$ cat config.mk
export PLATFORM = sky130hd
export DESIGN_NAME = tdd_seq_ctrl
export DESIGN_NICKNAME = d
export VERILOG_FILES = /design/src/rtl/tdd_seq_ctrl.sv
export SDC_FILE = /design/constraint.sdc
export NUM_CORES = 1
export LEC_CHECK = 0
export ABC_AREA = 1
export CAP_MARGIN = 30
export CORE_MARGIN = 4
export CORE_UTILIZATION = 55
export CTS_BUF_LIST = sky130_fd_sc_hd__clkbuf_8
export DETAILED_ROUTE_END_ITERATION = 10
export GPL_ROUTABILITY_DRIVEN = 0
export GPL_TIMING_DRIVEN = 0
export PLACE_DENSITY = 0.87
export RECOVER_POWER = 50
export SLEW_MARGIN = 10
export SYNTH_ARGS = -nofsm -noshare
export SYNTH_HDL_FRONTEND = slang
export SYNTH_SLANG_ARGS = --single-unit
$ cat constraint.sdc
create_clock -name clk_in -period 2.6 [get_ports clk_in]
set_clock_uncertainty 0.05 [all_clocks]
set_input_delay 0.78 -clock clk_in [delete_from_list [all_inputs] [get_ports clk_in]]
set_output_delay 0.78 -clock clk_in [all_outputs]
set_load 0.02 [all_outputs]
$ cat src/rtl/tdd_seq_ctrl.sv
// Multi-antenna TDD sequencer: guarded direction change, staggered enables.
// Optional macro TDD_ABORT_CNT_EN adds a saturating 16-bit abort counter.
module tdd_seq_ctrl #(
   parameter int ANT_NUM = 8,
   parameter int CNT_W   = 12,
   parameter int STEP    = 4
) (
   input  logic               clk_in,
   input  logic               rst,
   input  logic               i_tx_req,
   input  logic [ANT_NUM-1:0] i_ant_mask,
   input  logic [CNT_W-1:0]   i_tx_guard,
   input  logic [CNT_W-1:0]   i_rx_guard,
   output logic [ANT_NUM-1:0] o_tx_en,
   output logic [ANT_NUM-1:0] o_rx_en,
   output logic               o_tx_stt,
   output logic               o_rx_stt,
   output logic [2:0]         o_state,
   output logic               o_abort
`ifdef TDD_ABORT_CNT_EN
   ,
   output logic [15:0]        o_abort_cnt
`endif
);

   localparam logic [2:0] S_IDLE     = 3'd0;
   localparam logic [2:0] S_TX_GUARD = 3'd1;
   localparam logic [2:0] S_TX_RAMP  = 3'd2;
   localparam logic [2:0] S_TX_ON    = 3'd3;
   localparam logic [2:0] S_RX_GUARD = 3'd4;
   localparam logic [2:0] S_RX_RAMP  = 3'd5;
   localparam logic [2:0] S_RX_ON    = 3'd6;

   localparam int SW = (STEP > 1) ? $clog2(STEP) : 1;
   localparam logic [SW-1:0] STEP_RLD = SW'(STEP - 1);

   logic               req_q;
   logic [2:0]         state;
   logic [CNT_W-1:0]   gcnt;
   logic [SW-1:0]      scnt;
   logic [ANT_NUM-1:0] pend;
   logic [ANT_NUM-1:0] low;
   logic [ANT_NUM-1:0] rest;
   logic               guard_done;
   logic               pend_empty;
   logic               step_due;

   // lowest pending antenna is the next one to enable
   assign low        = pend & (~pend + ANT_NUM'(1));
   assign rest       = pend & ~low;
   assign guard_done = (gcnt <= CNT_W'(1));
   assign pend_empty = (pend == '0);
   assign step_due   = (scnt == '0);
   assign o_state    = state;

   always_ff @(posedge clk_in) begin
      req_q <= i_tx_req;
      if (rst) begin
         state    <= S_IDLE;
         o_tx_en  <= '0;
         o_rx_en  <= '0;
         o_tx_stt <= 1'b0;
         o_rx_stt <= 1'b0;
         o_abort  <= 1'b0;
         gcnt     <= '0;
         scnt     <= '0;
         pend     <= '0;
      end else begin
         o_abort <= 1'b0;
         case (state)
            S_IDLE: begin
               if (req_q) begin
                  state    <= S_TX_GUARD;
                  o_tx_en  <= '0;
                  o_tx_stt <= 1'b0;
                  o_rx_en  <= '0;
                  o_rx_stt <= 1'b0;
                  gcnt     <= i_tx_guard;
                  pend     <= i_ant_mask;
               end
            end
            S_TX_GUARD: begin
               if (!req_q) begin
                  o_abort  <= 1'b1;
                  state    <= S_RX_GUARD;
                  o_tx_en  <= '0;
                  o_tx_stt <= 1'b0;
                  gcnt     <= i_rx_guard;
                  pend     <= i_ant_mask;
               end else if (guard_done) begin
                  state   <= S_TX_RAMP;
                  o_tx_en <= o_tx_en | low;
                  pend    <= rest;
                  scnt    <= STEP_RLD;
               end else begin
                  gcnt <= gcnt - CNT_W'(1);
               end
            end
            S_TX_RAMP: begin
               if (!req_q) begin
                  o_abort  <= 1'b1;
                  state    <= S_RX_GUARD;
                  o_tx_en  <= '0;
                  o_tx_stt <= 1'b0;
                  gcnt     <= i_rx_guard;
                  pend     <= i_ant_mask;
               end else if (pend_empty) begin
                  state    <= S_TX_ON;
                  o_tx_stt <= 1'b1;
               end else if (step_due) begin
                  o_tx_en <= o_tx_en | low;
                  pend    <= rest;
                  scnt    <= STEP_RLD;
                  if (rest == '0) begin
                     state    <= S_TX_ON;
                     o_tx_stt <= 1'b1;
                  end
               end else begin
                  scnt <= scnt - SW'(1);
               end
            end
            S_TX_ON: begin
               if (!req_q) begin
                  state    <= S_RX_GUARD;
                  o_tx_en  <= '0;
                  o_tx_stt <= 1'b0;
                  gcnt     <= i_rx_guard;
                  pend     <= i_ant_mask;
               end
            end
            S_RX_GUARD: begin
               if (req_q) begin
                  o_abort  <= 1'b1;
                  state    <= S_TX_GUARD;
                  o_rx_en  <= '0;
                  o_rx_stt <= 1'b0;
                  gcnt     <= i_tx_guard;
                  pend     <= i_ant_mask;
               end else if (guard_done) begin
                  state   <= S_RX_RAMP;
                  o_rx_en <= o_rx_en | low;
                  pend    <= rest;
                  scnt    <= STEP_RLD;
               end else begin
                  gcnt <= gcnt - CNT_W'(1);
               end
            end
            S_RX_RAMP: begin
               if (req_q) begin
                  o_abort  <= 1'b1;
                  state    <= S_TX_GUARD;
                  o_rx_en  <= '0;
                  o_rx_stt <= 1'b0;
                  gcnt     <= i_tx_guard;
                  pend     <= i_ant_mask;
               end else if (pend_empty) begin
                  state    <= S_RX_ON;
                  o_rx_stt <= 1'b1;
               end else if (step_due) begin
                  o_rx_en <= o_rx_en | low;
                  pend    <= rest;
                  scnt    <= STEP_RLD;
                  if (rest == '0) begin
                     state    <= S_RX_ON;
                     o_rx_stt <= 1'b1;
                  end
               end else begin
                  scnt <= scnt - SW'(1);
               end
            end
            S_RX_ON: begin
               if (req_q) begin
                  state    <= S_TX_GUARD;
                  o_rx_en  <= '0;
                  o_rx_stt <= 1'b0;
                  gcnt     <= i_tx_guard;
                  pend     <= i_ant_mask;
               end
            end
            default: begin
               state    <= S_IDLE;
               o_tx_en  <= '0;
               o_rx_en  <= '0;
               o_tx_stt <= 1'b0;
               o_rx_stt <= 1'b0;
            end
         endcase
      end
   end

`ifdef TDD_ABORT_CNT_EN
   always_ff @(posedge clk_in) begin
      if (rst)
         o_abort_cnt <= '0;
      else if (o_abort && (o_abort_cnt != 16'hFFFF))
         o_abort_cnt <= o_abort_cnt + 16'd1;
   end
`endif

endmodule

== Word-level counts from Yosys, hierarchy flattened ==
Cells that the tools add are included.

* Eq/ne operators: 27
* Reductions and logical operators: 24
* Multiplexer cells: 65
* Magnitude comparators: 1
* Add/sub/neg operators: 3
* Bitwise operators: 8

{| class="wikitable"
|+ Operators with widths
! operator !! number
|-
| 2-to-1 mux 8 bit || 21
|-
| 2-to-1 mux 12 bit || 5
|-
| one-hot mux 12 bit (4 select lines) || 1
|-
| one-hot mux 8 bit (6 select lines) || 1
|-
| 2-to-1 mux 3 bit || 14
|-
| one-hot mux 8 bit (5 select lines) || 1
|-
| one-hot mux 8 bit (4 select lines) || 1
|-
| != test 3 bit, second input constant || 6
|-
| one-hot mux 3 bit (6 select lines) || 1
|-
| AND 8 bit || 2
|-
| logical NOT 8 bit || 2
|-
| != test 2 bit, second input constant || 8
|-
| != test 4 bit, second input constant || 4
|-
| NOT 8 bit || 2
|-
| OR 8 bit || 2
|-
| AND reduction 5 bit || 3
|-
| 2-to-1 mux 2 bit || 7
|-
| <= comparator 12 x 1 -> 1 bit, second input constant || 1
|-
| OR reduction 3 bit || 4
|-
| subtractor 12 x 1 -> 12 bit, second input constant || 1
|-
| OR reduction 2 bit || 5
|-
| equality test 3 bit, second input constant || 3
|-
| 2-to-1 mux 1 bit || 9
|-
| adder 8 x 1 -> 8 bit, second input constant || 1
|-
| 17 further kinds || 23
|}

* Word-level logic and storage cells: 138
* Bits in registers: 45
* Output and inout port bits: 22
* Input bits: 35

== Logic depth before layout (Yosys ltp) ==
* Depth in word-level cells: 11
* Mapped depth: 13
* Mapped depth without buffers: 13

== Worst setup path before layout ==
Ideal clock, no wire load.

* Path kind: flip-flop to flip-flop
* Start: register state[0], in the netlist o_state[0]
* End: register pend[7]
* Buffers on the path: 1
* Clock period less this slack: 1.987 ns
* Arrival: 1.867 ns
* Stages on the path, launching flop included: 12
* Setup slack: 0.613 ns
* Required time: 2.480 ns
* Setup time: 0.070 ns
* Cells stage by stage: dfxtp_1 buf_4 inv_4 fa_1 nand3_2 nor2_2 inv_1 nand3_1 o21ai_1 nand2_1 nand2_1 a21oi_1

* Longest elaborated chain between the ends: 4
* Elaborated cells between the ends (all ways): 13
* Classes of those cells: eq/ne (8); mux (1); reduce/logical (4)

{| class="wikitable"
|+ Ends and longest elaborated chain
! what !! line !! source
|-
| start: declaration || 38 || <nowiki>logic [2:0] state;</nowiki>
|-
| start signal: assignment || 59 || <nowiki>state <= S_IDLE;</nowiki>
|-
| start signal: assignment || 73 || <nowiki>state <= S_TX_GUARD;</nowiki>
|-
| start signal: assignment || 85 || <nowiki>state <= S_RX_GUARD;</nowiki>
|-
| equality test 3 bit or logical NOT 3 bit (tied branches) || 70 || <nowiki>case (state)</nowiki>
|-
| OR reduction 2 bit (no line) || -- ||
|-
| nonzero test 6 bit (no line) or != test 2 x 1 -> 1 bit (tied branches) || -- ||
|-
| AND reduction 3 bit (no line) || -- ||
|-
| end signal: assignment || 79 || <nowiki>pend <= i_ant_mask;</nowiki>
|-
| end signal: assignment || 89 || <nowiki>pend <= i_ant_mask;</nowiki>
|-
| end signal: assignment || 93 || <nowiki>pend <= rest;</nowiki>
|-
| end: declaration || 41 || <nowiki>logic [ANT_NUM-1:0] pend;</nowiki>
|}

Parallel ways exist; a longest one is shown, timed or not.
A chain may end at the register's enable or synchronous reset.

== Worst setup path in the final report ==
Ends and elaborated chain as after synthesis.

==> run summary <==
Worst Setup End Kind -> flop
CP required -> 2800 ps
chip width -> 89.2 um
metal2 WL -> 5420 um
worst slew margin relative to its limit -> 58.9%
design area -> 4410 sq um
Tmin final -> 2370 ps
filler cell count -> 570
num rows -> 29
EDFF count, synth -> 0
Detailed Route WL -> 11,500 um
crit path max fanout -> 8
hold path start -> o_rx_en[7]
Detail Route Antenna Nets -> 0
CTS tree -> yes
# IOs -> 57
Post-Syn Instances -> 597
total nets after synthesis -> 636
Max Cap Violations -> 0
drt wl/cell -> 15.6 um
area grow syn2layout -> 21.7%
CTS root buf -> clkbuf_8
Final #Nets -> 699
first-pass GRT wire length -> 18,300 um
pre-CTS WS -> 143 ps
metal3 WL -> 1320 um
cts bufs inserted -> 5
Hold Crit Class -> reg2reg
Post-CTS Resized -> 0
Comb power frac -> 67.0%
vias in the first global route -> 4,032
leakage -> 0.00204 uW
most common cell in the synthesized netlist -> nand2_1
Util after Layout -> 69.1%
PortBufs -> 56
sequential share of the synthesized area -> 24.9%
Critical R2R Launch -> o_state[0]
RSZ-0062 raised after global routing -> no
area post-placement -> 4280 sq um
Final Hold Viols -> 0
post-synth top area share -> 24.9%
n_diodes -> 0
GRT Util Overall -> 29.2%
Clock Power Share -> 12.5%
P_sw -> 2840 uW
fmax -> 422 MHz
via count -> 4,360
DRT Pass-1 Iters -> 6
uppermost routed layer -> met4
Reg clk slew, reported paths -> 100 ps
DR iter-0 viols -> 508
Pint -> 2440 uW
Avg Inst Size Synth -> 6.07 sq um
ys async rst share -> 0%
CTS Sinks -> 45
share of layout cells above drive strength 1 -> 11.5%
CTS Buffer Depth -> 2
Clock Latency Late Sink -> 310 ps
DP Wirelength -> 8670 um
synth unique cells -> 39
area of the die -> 7950 sq um
#FFs+latches synth -> 45
Synth Flop Type -> dfxtp_1
hold_buf cts -> 0
largest net degree at the start of global routing -> 16
Startpoint Class -> flop
crit path kind -> reg2reg
status -> completed
Initial Util -> 56.8%
peak supply drop -> 0.684 mV
Final Max Slew Viols -> 0
setup bufs post-CTS -> 0
switching part of the total -> 53.7%
setup_tns -> 0 ps
synth cell count leaders -> nand2_1 (136), inv_1 (70), nor2_1 (67)
Worst Tran Pin Value -> 616 ps
leading post-synthesis cells by cell area -> dfxtp_1 (25%), nand2_1 (14%), a21oi_1 (9.0%)
final worst slack -> 231 ps
Synth area leader -> dfxtp_1
routed length on met1 -> 4340 um
Power per Cell Area -> 1200 nW/um^2
sequential power share -> 20.4%
Synth Cell Area -> 3620 sq um
WP data arrival -> 2560 ps
die span in y -> 89.2 um
final setup fails -> 0
initial antenna violation count -> 0
Yosys warnings -> 0
CTS H-tree lvls -> 2
Final period util -> 91.1%
drt via density -> 5.91
CP startpoint -> o_state[0]
Core ar. -> 6390 sq um
GR Overflow Total -> 0
DRC -> 0
## worst max-delay path: stages, from the launching register on
cell,delay (ps)
dfxtp_1,330
buf_4,160
inv_4,70
fa_1,570
nand3_2,200
nor2_1,400
inv_1,130
nand3_1,90
o21ai_1,60
nand2_1,70
nand2_1,50
a21oi_1,100
## layout make-up
class                   instances  area, sq um  area share (%)
clock buffers                   5         68.8            1.56
plain buffers                  20          123            2.78
multi-input cells             447         2270            51.4
flip-flops and latches         45          901            20.4
inverters                      85          328            7.43
clock inverters                 3         68.8            1.56
repair buffers                 56          561            12.7
well taps                      77         96.3            2.18
## power groups by stage
stage,Clock [uW],Sequential (uW),Combinational [uW]
after global placement,0,1080,3360
final,662,1080,3540
after detailed placement,0,1090,3460
after global routing,682,1100,3880
after floorplan,0,1130,2500
after CTS,664,1080,3480
## sequential cells by signal, indices dropped and copies added (netlist names)
name      cells
req_q         1
pend          8
o_rx_en       8
o_abort       1
o_tx_stt      1
gcnt         12
o_rx_stt      1
o_tx_en       8
o_state       3
scnt          2
## final timing paths
kind / endpoint / slack (ps) / depth (start not counted)
max: pend[7] / 230 / 11
min: o_rx_en[7] / 400 / 2
max reg2reg: pend[7] / 230 / 11
min reg2reg: o_rx_en[7] / 400 / 2
## cell usage in the layout (no fill, tap or decap), types with 2 or more instances in the layout
cell and instances:
nor2_2 8, inv_1 70, nand2_1 136, buf_4 5, clkdlybuf4s50_1 32, o21ai_1 14, a22oi_1 7, dfxtp_1 45
nor2_4 6, a31oi_1 2, o21ai_0 41, nor2_1 69, buf_2 5, a21oi_1 65, inv_2 11, nor3_1 6
nand4_1 14, clkbuf_1 7, bufinv_16 2, dlygate4sd3_1 24, buf_6 3, xor2_1 5, ha_1 3, nand2_2 8
o21ai_2 3, o211ai_1 2, clkbuf_8 5, inv_4 3, nand3_2 5, nand2_4 3, nand3_1 39
## layer usage
metal  GRT usage, %  up-vias
li1               -     2075
met1           35.2     1920
met2           49.5      305
met3           6.45       60
met4           13.1        0
met5              0        -
## through the flow
step | instances | hold slack, ps | total power [uW]
finish | 738 | 398 | 5280
global route | 738 | 417 | 5660
CTS | 738 | 405 | 5220
floorplan | 597 | 383 | 3640
global placement | 730 | 387 | 4440
detailed placement | 730 | 390 | 4550
## logic make-up after synthesis
logic type,Yosys count,share of synthesized area [%]
AO/OA/AOI/OAI,137,20.3
flip-flops,45,24.9
AND/OR/NAND/NOR,300,39.3
buffers and inverters,105,12.5
adder cells (fa/ha/maj),4,1.59
XOR/XNOR,6,1.45
Note: power is estimated with default switching activity, not from simulation.
==> edit: new RTL, same flow settings <==
Add an input register stage for `i_tx_req`, `i_ant_mask`, `i_tx_guard` and `i_rx_guard`; this delays them by one clock.
--- a/src/rtl/tdd_seq_ctrl.sv
+++ b/src/rtl/tdd_seq_ctrl.sv
@@ -34,6 +34,18 @@
    localparam int SW = (STEP > 1) ? $clog2(STEP) : 1;
    localparam logic [SW-1:0] STEP_RLD = SW'(STEP - 1);
 
+   logic i_tx_req_q;
+   logic [ANT_NUM-1:0] i_ant_mask_q;
+   logic [CNT_W-1:0] i_tx_guard_q;
+   logic [CNT_W-1:0] i_rx_guard_q;
+
+   always_ff @(posedge clk_in) begin
+      i_tx_req_q   <= i_tx_req;
+      i_ant_mask_q <= i_ant_mask;
+      i_tx_guard_q <= i_tx_guard;
+      i_rx_guard_q <= i_rx_guard;
+   end
+
    logic               req_q;
    logic [2:0]         state;
    logic [CNT_W-1:0]   gcnt;
@@ -54,7 +66,7 @@
    assign o_state    = state;
 
    always_ff @(posedge clk_in) begin
-      req_q <= i_tx_req;
+      req_q <= i_tx_req_q;
       if (rst) begin
          state    <= S_IDLE;
          o_tx_en  <= '0;
@@ -75,8 +87,8 @@
                   o_tx_stt <= 1'b0;
                   o_rx_en  <= '0;
                   o_rx_stt <= 1'b0;
-                  gcnt     <= i_tx_guard;
-                  pend     <= i_ant_mask;
+                  gcnt     <= i_tx_guard_q;
+                  pend     <= i_ant_mask_q;
                end
             end
             S_TX_GUARD: begin
@@ -85,8 +97,8 @@
                   state    <= S_RX_GUARD;
                   o_tx_en  <= '0;
                   o_tx_stt <= 1'b0;
-                  gcnt     <= i_rx_guard;
-                  pend     <= i_ant_mask;
+                  gcnt     <= i_rx_guard_q;
+                  pend     <= i_ant_mask_q;
                end else if (guard_done) begin
                   state   <= S_TX_RAMP;
                   o_tx_en <= o_tx_en | low;
@@ -102,8 +114,8 @@
                   state    <= S_RX_GUARD;
                   o_tx_en  <= '0;
                   o_tx_stt <= 1'b0;
-                  gcnt     <= i_rx_guard;
-                  pend     <= i_ant_mask;
+                  gcnt     <= i_rx_guard_q;
+                  pend     <= i_ant_mask_q;
                end else if (pend_empty) begin
                   state    <= S_TX_ON;
                   o_tx_stt <= 1'b1;
@@ -124,8 +136,8 @@
                   state    <= S_RX_GUARD;
                   o_tx_en  <= '0;
                   o_tx_stt <= 1'b0;
-                  gcnt     <= i_rx_guard;
-                  pend     <= i_ant_mask;
+                  gcnt     <= i_rx_guard_q;
+                  pend     <= i_ant_mask_q;
                end
             end
             S_RX_GUARD: begin
@@ -134,8 +146,8 @@
                   state    <= S_TX_GUARD;
                   o_rx_en  <= '0;
                   o_rx_stt <= 1'b0;
-                  gcnt     <= i_tx_guard;
-                  pend     <= i_ant_mask;
+                  gcnt     <= i_tx_guard_q;
+                  pend     <= i_ant_mask_q;
                end else if (guard_done) begin
                   state   <= S_RX_RAMP;
                   o_rx_en <= o_rx_en | low;
@@ -151,8 +163,8 @@
                   state    <= S_TX_GUARD;
                   o_rx_en  <= '0;
                   o_rx_stt <= 1'b0;
-                  gcnt     <= i_tx_guard;
-                  pend     <= i_ant_mask;
+                  gcnt     <= i_tx_guard_q;
+                  pend     <= i_ant_mask_q;
                end else if (pend_empty) begin
                   state    <= S_RX_ON;
                   o_rx_stt <= 1'b1;
@@ -173,8 +185,8 @@
                   state    <= S_TX_GUARD;
                   o_rx_en  <= '0;
                   o_rx_stt <= 1'b0;
-                  gcnt     <= i_tx_guard;
-                  pend     <= i_ant_mask;
+                  gcnt     <= i_tx_guard_q;
+                  pend     <= i_ant_mask_q;
                end
             end
             default: begin
Formal check against the unedited RTL: not equivalent (a bounded check fails within 4 cycles, from zero or initial values and one cycle with rst high).
==> edit against the unedited design <==
  * Synthesized cell count down 7.2%
  * Hold slack worse by 120 ps
  * Area after synthesis up 14%
  * First-iteration DRC count down 21%
  * Via count down 7.6%
  * Wire length down 11%
  * Count of clock-buffer cells in the layout up 4
  * Sequential cell count up 33
  * Worst setup slack better by 12 ps
  * Power up 34%
  * Critical path depth down 10
  * Cell area up 13%
  * Largest power group unchanged
==> edit: results (changes against the unedited design) <==
metric	value	unit	change
nets	659		-5.7%
share of post-route cells with drive strength above 1	15.8	%	+4.3 points
top flop regs	gcnt: 12 flops, i_rx_guard_q: 12 flops, i_tx_guard_q: 12 flops		
Antenna diodes	0		unchanged
Detailed Place HPWL	7540	um	-13%
clk slew on worst S/H paths	80	ps	-20 ps
NetSw	3.55	mW	+25%
Synth async-reset ratio	0	%	unchanged
initial antenna violation count	0		unchanged
# port buffers	55		-1.8%
WHS Path Cells	0		-2
actual slew at the worst max-slew pin	579	ps	-37.2 ps
pin count of the biggest net entering global routing	14		-2
leakage	2.11	nW	+3.4%
Critical Path AT	1530	ps	-1030 ps
Via Count	4027		-7.6%
FF-to-FF End	o_state[2]		
clock buffer count from CTS	9		+4
setup bufs post-CTS	0		unchanged
status	finished, final reports clean		
Routed WL per cell	14.2	um	-9.1%
vias in the first global route	3868		-4.1%
1st-iter DRT viols	400		-21%
CTS root buffer	clkbuf_8		
HP Start	i_tx_req_q		
worst min-delay path category	flop to flop		
Post-CTS Resized	0		unchanged
Pre-Repair DR Iteration Count	8		+2
clock latency on the worst-skew pair	360	ps	+50 ps
H-tree levels	3		+1
worst-path maximum fanout	8		unchanged
delay-heaviest family, CP	buffers and inverters		
gr usage total	24.4	%	-4.8 points
sequential share of the synthesized area	37.8	%	+13 points
Post-synth top cells	nand2_1, dfxtp_1, nor2_1, inv_1, a21oi_1		
library cells used by synthesis	46		+18%
syn nets	593		-6.8%
CP max stage delay	670	ps	+100 ps
first-pass GRT wire length	17300	um	-5.5%
Hold EP	req_q		
final-layout fill cell count	612		+7.4%
FF-to-FF path depth	11		unchanged
DR DRC count	0		unchanged
CTS max path bufs	2		unchanged
YS warnings	0		unchanged
synthesized instance count	554		-7.2%
Worst path slowest cell	clkdlybuf4s50_1		
dpl cells	708		-3.0%
R2R Setup Slk	270	ps	+40 ps
Vias/cell	5.56		-5.9%
RR Startpoint	gcnt[0]		
dominant cells by area after synthesis	dfxtp_1, nand2_1, a21oi_1, nor2_1, inv_1		
IR Drop Worst-Case VDD	793	uV	+16%
==> edit: changes by cell type after synthesis, sizes merged, moves of 3 or more <==
cell	before	now
dfxtp	45	78
inv	84	59
nand2	147	126
nor2	84	63
nand3b	1	16
a21oi	65	57
nand3	45	37
nand4	15	10
nor3	7	2
o21ai	59	54
a31oi	2	6
clkbuf	6	3
o21bai	0	3
xor2	5	2
==> edit: layout make-up <==
class / instances / share of cell area, %
multi-input combinational: 399 / 44.2
sequential: 78 / 31.2
timing repair buffer: 55 / 11.0
inverter: 60 / 4.60
clock buffer: 9 / 2.47
tap: 99 / 2.47
buffer: 17 / 2.25
clock inverter: 7 / 1.80
==> edit: metal layers <==
layer | share of wire [%] | global-route usage, %
met2 | 49 | 42.0
met3 | 8.3 | 4.86
met1 | 41 | 29.3
met5 | 0 | 0
met4 | 2.3 | 10.5
==> edit: logic make-up (layout without fill, tap and decap cells) <==
logic type               Yosys count  count (layout)  share of synthesized area, %
XOR/XNOR                           2               2                         0.424
buffers and inverters             77             148                          8.30
flip-flops                        78              78                          37.8
AO/OA/AOI/OAI                    136             136                          21.1
adder cells (fa/ha/maj)            4               4                          1.39
AND/OR/NAND/NOR                  257             257                          31.0
==> edit: stage by stage <==
step                instance area (um^2)  setup WS, ps  hold WS, ps  util [%]
finish                              5010           244          283      68.7
floorplan                           4130           490          260         -
detailed placement                  4800           323          270      65.9
CTS                                 5020           235          289      68.8
global placement                    4800           350          267      65.9
global route                        5010          71.0          300      68.7
==> edit: how the worst max path moves through the flow <==
stage / start / end / slack, ps
6_report: o_state[0] / o_state[0] / 240
5_1_grt: gcnt[0] / o_state[2] / 70
4_1_cts: o_state[0] / o_state[0] / 230
3_5_place_dp: o_state[0] / pend[2] / 320
3_3_place_gp: o_state[0] / pend[2] / 350
2_1_floorplan: o_state[0] / pend[2] / 490
==> edit: power by group through the flow <==
stage | logic, mW | clock network (mW) | registers [mW]
final | 4.40 | 0.983 | 1.71
after global routing | 4.90 | 1.04 | 1.75
after CTS | 4.35 | 0.993 | 1.70
after detailed placement | 4.32 | 0 | 1.73
after global placement | 4.21 | 0 | 1.71
after floorplan | 3.29 | 0 | 1.75
==> edit: worst reg2reg max path, delay by kind of cell, from the launching register on <==
family / cells / cell delay [ps]
fa+ha+maj: 1 / 330
buf+inv: 2 / 310
compound gates: 1 / 380
simple gates: 7 / 820
flops: 1 / 360
